===== src/rtl/dcache_dm_if.sv =====
// dcache_dm_if: core-side and backing-memory-side signals of the direct-mapped
// data cache, grouped so the cache takes a single bus port.
//   slave  : the cache's view
//   master : the environment's view (core plus backing memory)
interface dcache_dm_if #(
  parameter int DATA_WIDTH = 32
);
  logic [DATA_WIDTH-1:0] addr;
  logic [DATA_WIDTH-1:0] wdata;
  logic                  we;
  logic                  re;
  logic [DATA_WIDTH-1:0] rdata;
  logic                  stall;
  logic [DATA_WIDTH-1:0] mem_addr;
  logic [DATA_WIDTH-1:0] mem_wdata;
  logic                  mem_re;
  logic                  mem_we;
  logic [DATA_WIDTH-1:0] mem_rdata;
  logic                  mem_ready;

  modport slave (
    input  addr, wdata, we, re, mem_rdata, mem_ready,
    output rdata, stall, mem_addr, mem_wdata, mem_re, mem_we
  );

  modport master (
    output addr, wdata, we, re, mem_rdata, mem_ready,
    input  rdata, stall, mem_addr, mem_wdata, mem_re, mem_we
  );
endinterface


===== src/rtl/dcache_dm.sv =====
// dcache_dm: direct-mapped, one-word-per-line, write-through /
// no-write-allocate data cache sitting between a core and a slow memory.
// Read hits return data combinationally with no stall. Read misses fill the
// line and forward memory data in the ready cycle. Writes always go to memory
// and update the line only when it already holds the address.
// Optional feature: define DCACHE_STATS_EN to add hit_count / miss_count.
//
// state | meaning
// IDLE  | serving hits, accepting new requests
// FILL  | read miss, waiting for mem_ready to install the line
// WRITE | write-through store, waiting for mem_ready
module dcache_dm #(
  parameter int DATA_WIDTH = 32,
  parameter int SETS       = 8
) (
  input  logic              clk,
  input  logic              rst,
  dcache_dm_if.slave        bus
`ifdef DCACHE_STATS_EN
  ,
  output logic [31:0]       hit_count,
  output logic [31:0]       miss_count
`endif
);

  localparam int IDX_W = $clog2(SETS);
  localparam int TAG_W = DATA_WIDTH - 2 - IDX_W;

  typedef enum logic [1:0] {
    IDLE  = 2'd0,
    FILL  = 2'd1,
    WRITE = 2'd2
  } state_t;

  state_t                state_q, state_d;
  logic [SETS-1:0]       valid_q, valid_d;
  logic [TAG_W-1:0]      tag_q  [SETS];
  logic [TAG_W-1:0]      tag_d  [SETS];
  logic [DATA_WIDTH-1:0] data_q [SETS];
  logic [DATA_WIDTH-1:0] data_d [SETS];

  logic [IDX_W-1:0]      idx;
  logic [TAG_W-1:0]      tag;
  logic                  hit;
  logic [1:0]            unused_addr_lsb;

  assign idx             = bus.addr[2 +: IDX_W];
  assign tag             = bus.addr[DATA_WIDTH-1 -: TAG_W];
  assign hit             = valid_q[idx] && (tag_q[idx] == tag);
  assign unused_addr_lsb = bus.addr[1:0];

  // Next state, line updates and all bus outputs.
  always_comb begin
    state_d       = state_q;
    valid_d       = valid_q;
    tag_d         = tag_q;
    data_d        = data_q;
    bus.rdata     = '0;
    bus.stall     = 1'b0;
    bus.mem_re    = 1'b0;
    bus.mem_we    = 1'b0;
    bus.mem_addr  = {bus.addr[DATA_WIDTH-1:2], 2'b00};
    bus.mem_wdata = bus.wdata;

    unique case (state_q)
      IDLE: begin
        if (bus.we) begin
          state_d   = WRITE;
          bus.stall = 1'b1;
        end else if (bus.re) begin
          if (hit) begin
            bus.rdata = data_q[idx];
          end else begin
            state_d   = FILL;
            bus.stall = 1'b1;
          end
        end
      end

      FILL: begin
        bus.mem_re = 1'b1;
        bus.stall  = !bus.mem_ready;
        if (bus.mem_ready) begin
          bus.rdata = bus.mem_rdata;
          state_d   = IDLE;
          // A reset edge aborts the fill: nothing gets installed.
          if (!rst) begin
            valid_d[idx] = 1'b1;
            tag_d[idx]   = tag;
            data_d[idx]  = bus.mem_rdata;
          end
        end
      end

      WRITE: begin
        bus.mem_we = 1'b1;
        bus.stall  = !bus.mem_ready;
        if (bus.mem_ready) begin
          state_d = IDLE;
          // No-write-allocate: only a line already holding this address changes.
          if (hit && !rst) begin
            data_d[idx] = bus.wdata;
          end
        end
      end

      default: begin
        state_d = IDLE;
      end
    endcase
  end

  // State and valid bits, cleared by reset.
  always_ff @(posedge clk) begin
    if (rst) begin
      state_q <= IDLE;
      valid_q <= '0;
    end else begin
      state_q <= state_d;
      valid_q <= valid_d;
    end
  end

  // Line tags and data need no reset; valid bits qualify them.
  always_ff @(posedge clk) begin
    tag_q  <= tag_d;
    data_q <= data_d;
  end

`ifdef DCACHE_STATS_EN
  logic        hit_ev;
  logic        miss_ev;
  logic [31:0] hit_count_q, hit_count_d;
  logic [31:0] miss_count_q, miss_count_d;

  // Only IDLE loads count: hits serviced and misses that start a fill.
  always_comb begin
    hit_ev       = (state_q == IDLE) && !bus.we && bus.re && hit;
    miss_ev      = (state_q == IDLE) && !bus.we && bus.re && !hit;
    hit_count_d  = hit_count_q + (hit_ev ? 32'd1 : 32'd0);
    miss_count_d = miss_count_q + (miss_ev ? 32'd1 : 32'd0);
  end

  // Statistics counters, free-running and wrapping.
  always_ff @(posedge clk) begin
    if (rst) begin
      hit_count_q  <= '0;
      miss_count_q <= '0;
    end else begin
      hit_count_q  <= hit_count_d;
      miss_count_q <= miss_count_d;
    end
  end

  assign hit_count  = hit_count_q;
  assign miss_count = miss_count_q;
`endif

endmodule


===== src/flat_wrapper.sv =====
// flat-port wrapper written by rule: the top's interface ports become plain ports
module dcache_dm_flat 
#(
  parameter int DATA_WIDTH = 32,
  parameter int SETS       = 8
)
  (clk, rst, bus_addr, bus_wdata, bus_we, bus_re, bus_mem_rdata, bus_mem_ready, bus_rdata, bus_stall, bus_mem_addr, bus_mem_wdata, bus_mem_re, bus_mem_we);
  dcache_dm_if #(.DATA_WIDTH(DATA_WIDTH)) bus_i ();
  input  logic clk;
  input  logic rst;
  input wire logic [$bits(bus_i.addr)-1:0] bus_addr;
  input wire logic [$bits(bus_i.wdata)-1:0] bus_wdata;
  input wire logic [$bits(bus_i.we)-1:0] bus_we;
  input wire logic [$bits(bus_i.re)-1:0] bus_re;
  input wire logic [$bits(bus_i.mem_rdata)-1:0] bus_mem_rdata;
  input wire logic [$bits(bus_i.mem_ready)-1:0] bus_mem_ready;
  output wire logic [$bits(bus_i.rdata)-1:0] bus_rdata;
  output wire logic [$bits(bus_i.stall)-1:0] bus_stall;
  output wire logic [$bits(bus_i.mem_addr)-1:0] bus_mem_addr;
  output wire logic [$bits(bus_i.mem_wdata)-1:0] bus_mem_wdata;
  output wire logic [$bits(bus_i.mem_re)-1:0] bus_mem_re;
  output wire logic [$bits(bus_i.mem_we)-1:0] bus_mem_we;
  assign bus_i.addr = bus_addr;
  assign bus_i.wdata = bus_wdata;
  assign bus_i.we = bus_we;
  assign bus_i.re = bus_re;
  assign bus_i.mem_rdata = bus_mem_rdata;
  assign bus_i.mem_ready = bus_mem_ready;
  assign bus_rdata = bus_i.rdata;
  assign bus_stall = bus_i.stall;
  assign bus_mem_addr = bus_i.mem_addr;
  assign bus_mem_wdata = bus_i.mem_wdata;
  assign bus_mem_re = bus_i.mem_re;
  assign bus_mem_we = bus_i.mem_we;
  dcache_dm #(.DATA_WIDTH(DATA_WIDTH), .SETS(SETS)) u_core (.clk(clk), .rst(rst), .bus(bus_i));
endmodule

===== config.mk =====
export PLATFORM = sky130hd
export DESIGN_NAME = dcache_dm_flat
export DESIGN_NICKNAME = d
export VERILOG_FILES = /design/src/rtl/dcache_dm_if.sv /design/src/rtl/dcache_dm.sv /design/src/flat_wrapper.sv
export SDC_FILE = /design/constraint.sdc
export NUM_CORES = 1
export LEC_CHECK = 0
export ABC_AREA = 1
export CORE_UTILIZATION = 58
export DETAILED_ROUTE_END_ITERATION = 10
export GPL_ROUTABILITY_DRIVEN = 0
export PLACE_DENSITY = 0.91
export SLEW_MARGIN = 0
export SYNTH_ARGS = -nofsm -noshare
export SYNTH_HDL_FRONTEND = slang
export SYNTH_SLANG_ARGS = --single-unit

===== constraint.sdc =====
create_clock -name clk -period 5.1 [get_ports clk]
set_input_delay 0.51 -clock clk [delete_from_list [all_inputs] [get_ports clk]]
set_output_delay 0.51 -clock clk [all_outputs]
set_load 0.01 [all_outputs]

* Word-level counts from Yosys, hierarchy flattened
Index checks and enable logic that the tools add are counted.
Word-level totals: input bits 101, word-level logic and storage cells 86, register bits after elaboration 482
Operators by class: multiplexer cells 38, reductions and logical operators 13, order comparisons 4, equality and inequality tests 10, bitwise gates (word level) 3
Operators with widths (number):
- 256-bit 2-to-1 mux | 4
- 256-bit bitwise mux | 2
- 256-bit one-hot mux with 2 select lines | 1
- 32-bit 2-to-1 mux | 7
- 216-bit bitwise mux | 1
- 32-bit binary-select mux with 3-bit select | 1
- 32-bit demux with 3-bit select | 1
- 27-bit binary-select mux with 3-bit select | 1
- 27-bit demux with 3-bit select | 1
- 27-bit 2-to-1 mux | 3
- 32-bit one-hot mux with 2 select lines | 1
- 27-bit equality test | 1
- 2-bit 2-to-1 mux | 4
- 8-bit bitwise OR | 1
- 1-bit 2-to-1 mux | 7
- 2-bit != test (second input constant) | 3
- 3-bit != test (second input constant) | 2
- 3-bit AND reduction | 2
- 5-bit AND reduction | 1
- 4-bit >= comparator (second input constant) | 1
- 1-bit logical AND | 4
- 3-bit by 4-bit less-than comparator with 1-bit output (second input constant) | 1
- 4-bit by 1-bit less-than comparator with 1-bit output (second input constant) | 1
- 2-bit by 1-bit != test with 1-bit output (second input constant) | 2
- other kinds (14) | 15

* Depth between registers and ports, before layout
depth after elaboration 10, depth in mapped cells 18, gate-level depth less buffers 16

* Worst setup path after synthesis
No wires, ideal clock.
kind input to register, start point input bus_addr[4], end point register u_core.data_q[0] (netlist name) (enable), required time 4.679 ns, stages on the path 15, path buffers 2, slack 1.326 ns, arrival time 3.353 ns, cells stage by stage buf_4 > nor2_4 > buf_2 > nand3_1 > nand2_1 > o21ai_0 > nand2_1 > nand2_1 > nor2_1 > nand2_1 > nor2_1 > nand2_2 > o21ai_2 > nand2_2 > nor2_1
Between the ends: word-level cells in the longest chain between the ends 9
RTL lines:
- start: declaration | RTL line flat_wrapper.sv:11 | input wire logic [$bits(bus_i.addr)-1:0] bus_addr;
- 3-bit inverter with 4-bit output (implied by the code) | RTL line dcache_dm.sv:49 | assign hit = valid_q[idx] && (tag_q[idx] == tag);
- 27-bit binary-select mux with 3-bit select | RTL line dcache_dm.sv:49
- 27-bit 2-to-1 mux (implied by the code) (2 in series) | RTL line dcache_dm.sv:49
- 27-bit equality test | RTL line dcache_dm.sv:49
- 1-bit logical AND (*) | RTL line dcache_dm.sv:49
- 1-bit logical AND (*) | RTL line dcache_dm.sv:101 | if (hit && !rst) begin
- 2-bit by 1-bit != test with 1-bit output (no line) (*)
- 5-bit AND reduction (no line) (*)
- end signal: assignment | RTL line dcache_dm.sv:127 | data_q <= data_d;
- end: declaration | RTL line dcache_dm.sv:39 | logic [DATA_WIDTH-1:0] data_q [SETS];
Mark *: on every way between the ends. The rest lies on a longest branch, timed or not. The select of a mux whose other input is x is not followed. A chain may end at the register's enable or synchronous reset.

* Worst setup path after layout
start point input bus_addr[3], end point output bus_rdata[0]
Between the ends: word-level cells in the longest chain between the ends 10
RTL lines:
- 3-bit inverter with 4-bit output (implied by the code) | RTL line dcache_dm.sv:49, dcache_dm.sv:72
- 27-bit binary-select mux with 3-bit select | RTL line dcache_dm.sv:49
- 27-bit 2-to-1 mux (implied by the code) (2 in series) | RTL line dcache_dm.sv:49
- 27-bit equality test | RTL line dcache_dm.sv:49
- 1-bit logical AND | RTL line dcache_dm.sv:49
- 32-bit 2-to-1 mux (*) | RTL line dcache_dm.sv:71 | if (hit) begin
- 32-bit 2-to-1 mux (*) | RTL line dcache_dm.sv:70 | end else if (bus.re) begin
- 32-bit 2-to-1 mux (*) | RTL line dcache_dm.sv:67 | if (bus.we) begin
- 32-bit one-hot mux with 2 select lines (*) | RTL line dcache_dm.sv:65 | unique case (state_q)
- end: declaration | RTL line flat_wrapper.sv:17 | output wire logic [$bits(bus_i.rdata)-1:0] bus_rdata;
Marked as above.

==> parameters.txt <==
Parameter                              Value

Synthesis
  Total number of yosys warnings ... 0
  Predominant post-synthesis flop cell ... sky130_fd_sc_hd__edfxtp_1
  Most frequently used cell type in the post-synthesis netlist ... sky130_fd_sc_hd__edfxtp_1
  Syn Area/Cell ... approximately 11 um2
  Fraction of registers with async set or reset after synthesis ... 0
  Most instantiated cells after synthesis ... sky130_fd_sc_hd__edfxtp_1, sky130_fd_sc_hd__nand2_1, sky130_fd_sc_hd__nor2_1
  Count of flip-flops with a built-in enable after synthesis ... ~470
  Library cell occupying the most area in the post-synthesis netlist ... sky130_fd_sc_hd__edfxtp_1
  Sequential cell area fraction in the yosys report ... 0.653
  Cells after Synth ... just over 2000
  Leading cell types by total area after synthesis ... sky130_fd_sc_hd__edfxtp_1, sky130_fd_sc_hd__nand2_1, sky130_fd_sc_hd__nor2_1
  Distinct cells, synth ... 36
  Post-synth top area share ... 0.644
  Number of storage elements in the synthesis netlist ... between 400 and 500
  Summed instance area of the synthesized netlist ... 0.0220 mm2

Finish
  Fill cell instance count of the final layout ... roughly 2400
  Signed area change from the synthesized netlist to the final layout ... 16.9%
  Nets ... roughly 2300
  Share of final-layout standard cells stronger than drive strength 1 ... 0.0955
  ANT cells ... 0

Pwr
  Gate power share ... 0.094
  Total power density per cell area ... approximately 320 mW/mm2
  Net load switching power ... between 1500 and 2000 uW
  Switching Share ... 0.234
  Clock share of power ... 0.381
  Leak Pwr ... ~0.01 uW
  Peak ir drop on the vdd network ... roughly 250 uV
  Seq pwr share ... 0.524
  Cell-internal power ... around 6400 uW

Timing
  Final hold slack ... roughly 0.48 ns
  Total negative slack for setup checks ... 0 ns
  Ratio of final minimum period to clock period ... 0.936
  Maximum clock frequency ... between 200 and 250 MHz
  Tightest slew margin relative to the limit ... 0.363
  PnR worst setup slack ... between 0.3 and 0.4 ns
  Time the final worst path needs with I/O delays and setup ... roughly 4.8 ns
  Final count of negative-setup-slack endpoints ... 0
  Pin slew with the least headroom to its limit ... 0.953 ns
  Worst setup skew after layout ... about 0.028 ns
  Slew Viols, Final ... 0
  Number of hold violations in the final report ... 0
  Unrepaired setup endpoints after global routing ... no

Critical path
  Startpoint type of the worst setup path ... input pin
  Endpoint arrival time on the critical path ... 4.26 ns
  Setup CP Type ... in -> out
  Worst setup path startpoint ... bus_addr[3]
  Startpoint of the worst-slack reg-to-reg timing path ... u_core.tag_q[171]
  Max Fanout on Critical Path ... 29
  Required @ worst endpoint ... between 4 and 5 ns
  Type of destination of the critical path ... output pin

Clock network
  H-tree Lvls ... 2
  Post-CTS setup buffers ... 0
  Clock sink total ... between 400 and 500
  Clock slew at reported path FFs ... roughly 0.06 ns
  Clock latency reported for the late side of the worst-skew pair ... roughly 0.57 ns
  Clock Root Buffer ... sky130_fd_sc_hd__clkbuf_16
  Number of hold-repair buffers added at the cts stage ... 0
  Clock tree from TritonCTS ... done
  CTS max path bufs ... 3
  PostCTS Resize Cnt ... 0
  CTS Buf Count ... between 40 and 50

Global routing
  Largest net degree at the start of global routing ... around 140
  Global-route wire length before repair ... about 86000 um
  Antenna violations before repair ... 2
  Overflow left after global routing ... 0
  Number of global-route vias before repair ... 16000
  Total GRT Usage ... 0.292

Drt
  DRC errors left ... 0
  DR iter-0 viols ... 2077
  Routed wire length ... 57200 um
  Via density per instance ... about 5.9
  Via count ... 15900
  Count of nets left with antenna violations after detail routing ... 0
  Router iterations before antenna repair ... 8
  Average wire length per cell after detail routing ... about 21 um

Floorplanning
  Area of the die ... between 0.03 and 0.04 mm2
  Core area ... between 0.03 and 0.04 mm2
  Initial Utilization ... 0.588
  Rows ... ~70
  Number of top-level pins ... 200
  Die span in x ... about 200 um
  Vert. Die Dim ... 197 um

Place
  Worst setup timing slack at the placement stage ... approximately 0.46 ns
  PortBufs ... 195
  Detailed Place HPWL ... 33200 um

Worst hold path
  Worst Min Path Start ... u_core.valid_q[1]
  Hold Crit Class ... reg -> reg

Status
  Run status ... completed

Run
  Max_cap viols ... 0
[flip-flops by register name (all words and copies together), names as in the netlist]
| register | count |
|---|---|
| u_core.valid_q | 8 |
| u_core.state_q | 2 |
| u_core.tag_q | 216 |
| u_core.data_q | 256 |
[final cells by class]
class | instances | area, um2 | share of cell area
clock buffers | 59 | 1240 | 0.0482
inverters | 221 | 832 | 0.0323
well taps | 511 | 639 | 0.0248
multi-input cells | 1149 | 5930 | 0.230
flip-flops and latches | 482 | 14400 | 0.558
clock inverters | 26 | 135 | 0.00525
repair buffers | 252 | 2600 | 0.101
[critical path: stages]
cell and delay [ns]:
sky130_fd_sc_hd__clkdlybuf4s50_1 0.52, sky130_fd_sc_hd__inv_4 0.08, sky130_fd_sc_hd__nor2_4 0.72, sky130_fd_sc_hd__nand3_1 0.23
sky130_fd_sc_hd__nand2_1 0.17, sky130_fd_sc_hd__o21ai_0 0.11, sky130_fd_sc_hd__nand2_1 0.11, sky130_fd_sc_hd__nand2_1 0.07
sky130_fd_sc_hd__nor2_1 0.11, sky130_fd_sc_hd__nand2_1 0.09, sky130_fd_sc_hd__nor2_1 0.19, sky130_fd_sc_hd__nand2_4 0.25
sky130_fd_sc_hd__buf_12 0.26, sky130_fd_sc_hd__o31ai_2 0.22, sky130_fd_sc_hd__clkdlybuf4s50_1 0.58
[logic make-up after synthesis]
group,after synthesis,share of synthesized area
AOI/OAI and AO/OA,213,0.0816
adders and majority gates,4,0.00227
buffers and inverters,390,0.0827
DFF,482,0.653
muxes,32,0.0145
other,1,0.000170
and+or+nand+nor,898,0.166
[metal layers]
metal  part of all wire  up-vias  wire length, um  track usage
met5            0.00040        -               23            0
met4              0.042        4             2380        0.136
met3               0.11      211             6240       0.0507
met2               0.51     1176            29300        0.513
met1               0.34     7514            19300        0.350
li1                   -     7034                -            -
[power by group through the flow]
stage | Clock (uW) | Sequential (uW) | Combinational (uW)
2_1_floorplan | 0 | 4440 | 451
3_3_place_gp | 0 | 4440 | 721
3_5_place_dp | 0 | 4440 | 756
4_1_cts | 3170 | 4360 | 771
5_1_grt | 3350 | 4360 | 834
6_report | 3170 | 4360 | 782
[cells in the final DEF, fill, tap and decap left out, types with 32 or more instances in the layout]
master / Yosys / routed
sky130_fd_sc_hd__o22ai_1: 83 / 83
sky130_fd_sc_hd__nand3_1: 93 / 93
sky130_fd_sc_hd__nor2_1: 369 / 353
sky130_fd_sc_hd__nand2_1: 375 / 371
sky130_fd_sc_hd__clkdlybuf4s50_1: 0 / 194
sky130_fd_sc_hd__edfxtp_1: 472 / 472
sky130_fd_sc_hd__inv_1: 217 / 213
sky130_fd_sc_hd__buf_4: 74 / 40
sky130_fd_sc_hd__clkbuf_16: 0 / 48
sky130_fd_sc_hd__mux2i_1: 32 / 32
[per-stage QoR]
stage	total power, uW	area [um2]	utilization	instances
floorplan	4890	22000	-	2021
global placement	5160	24400	0.650	2615
detailed placement	5200	24400	0.650	2615
CTS	8310	25800	0.687	2700
global route	8540	25800	0.687	2700
finish	8310	25800	0.687	2700
[path summary, 6_finish.rpt]
kind                        end  slack (ns)  depth (start not counted)
max                bus_rdata[0]        0.33                         15
min           u_core.valid_q[1]        0.48                          2
max reg2reg  u_core.data_q[158]        1.73                         17
min reg2reg   u_core.valid_q[1]        0.48                          2
(Power assumes the default switching activity.)
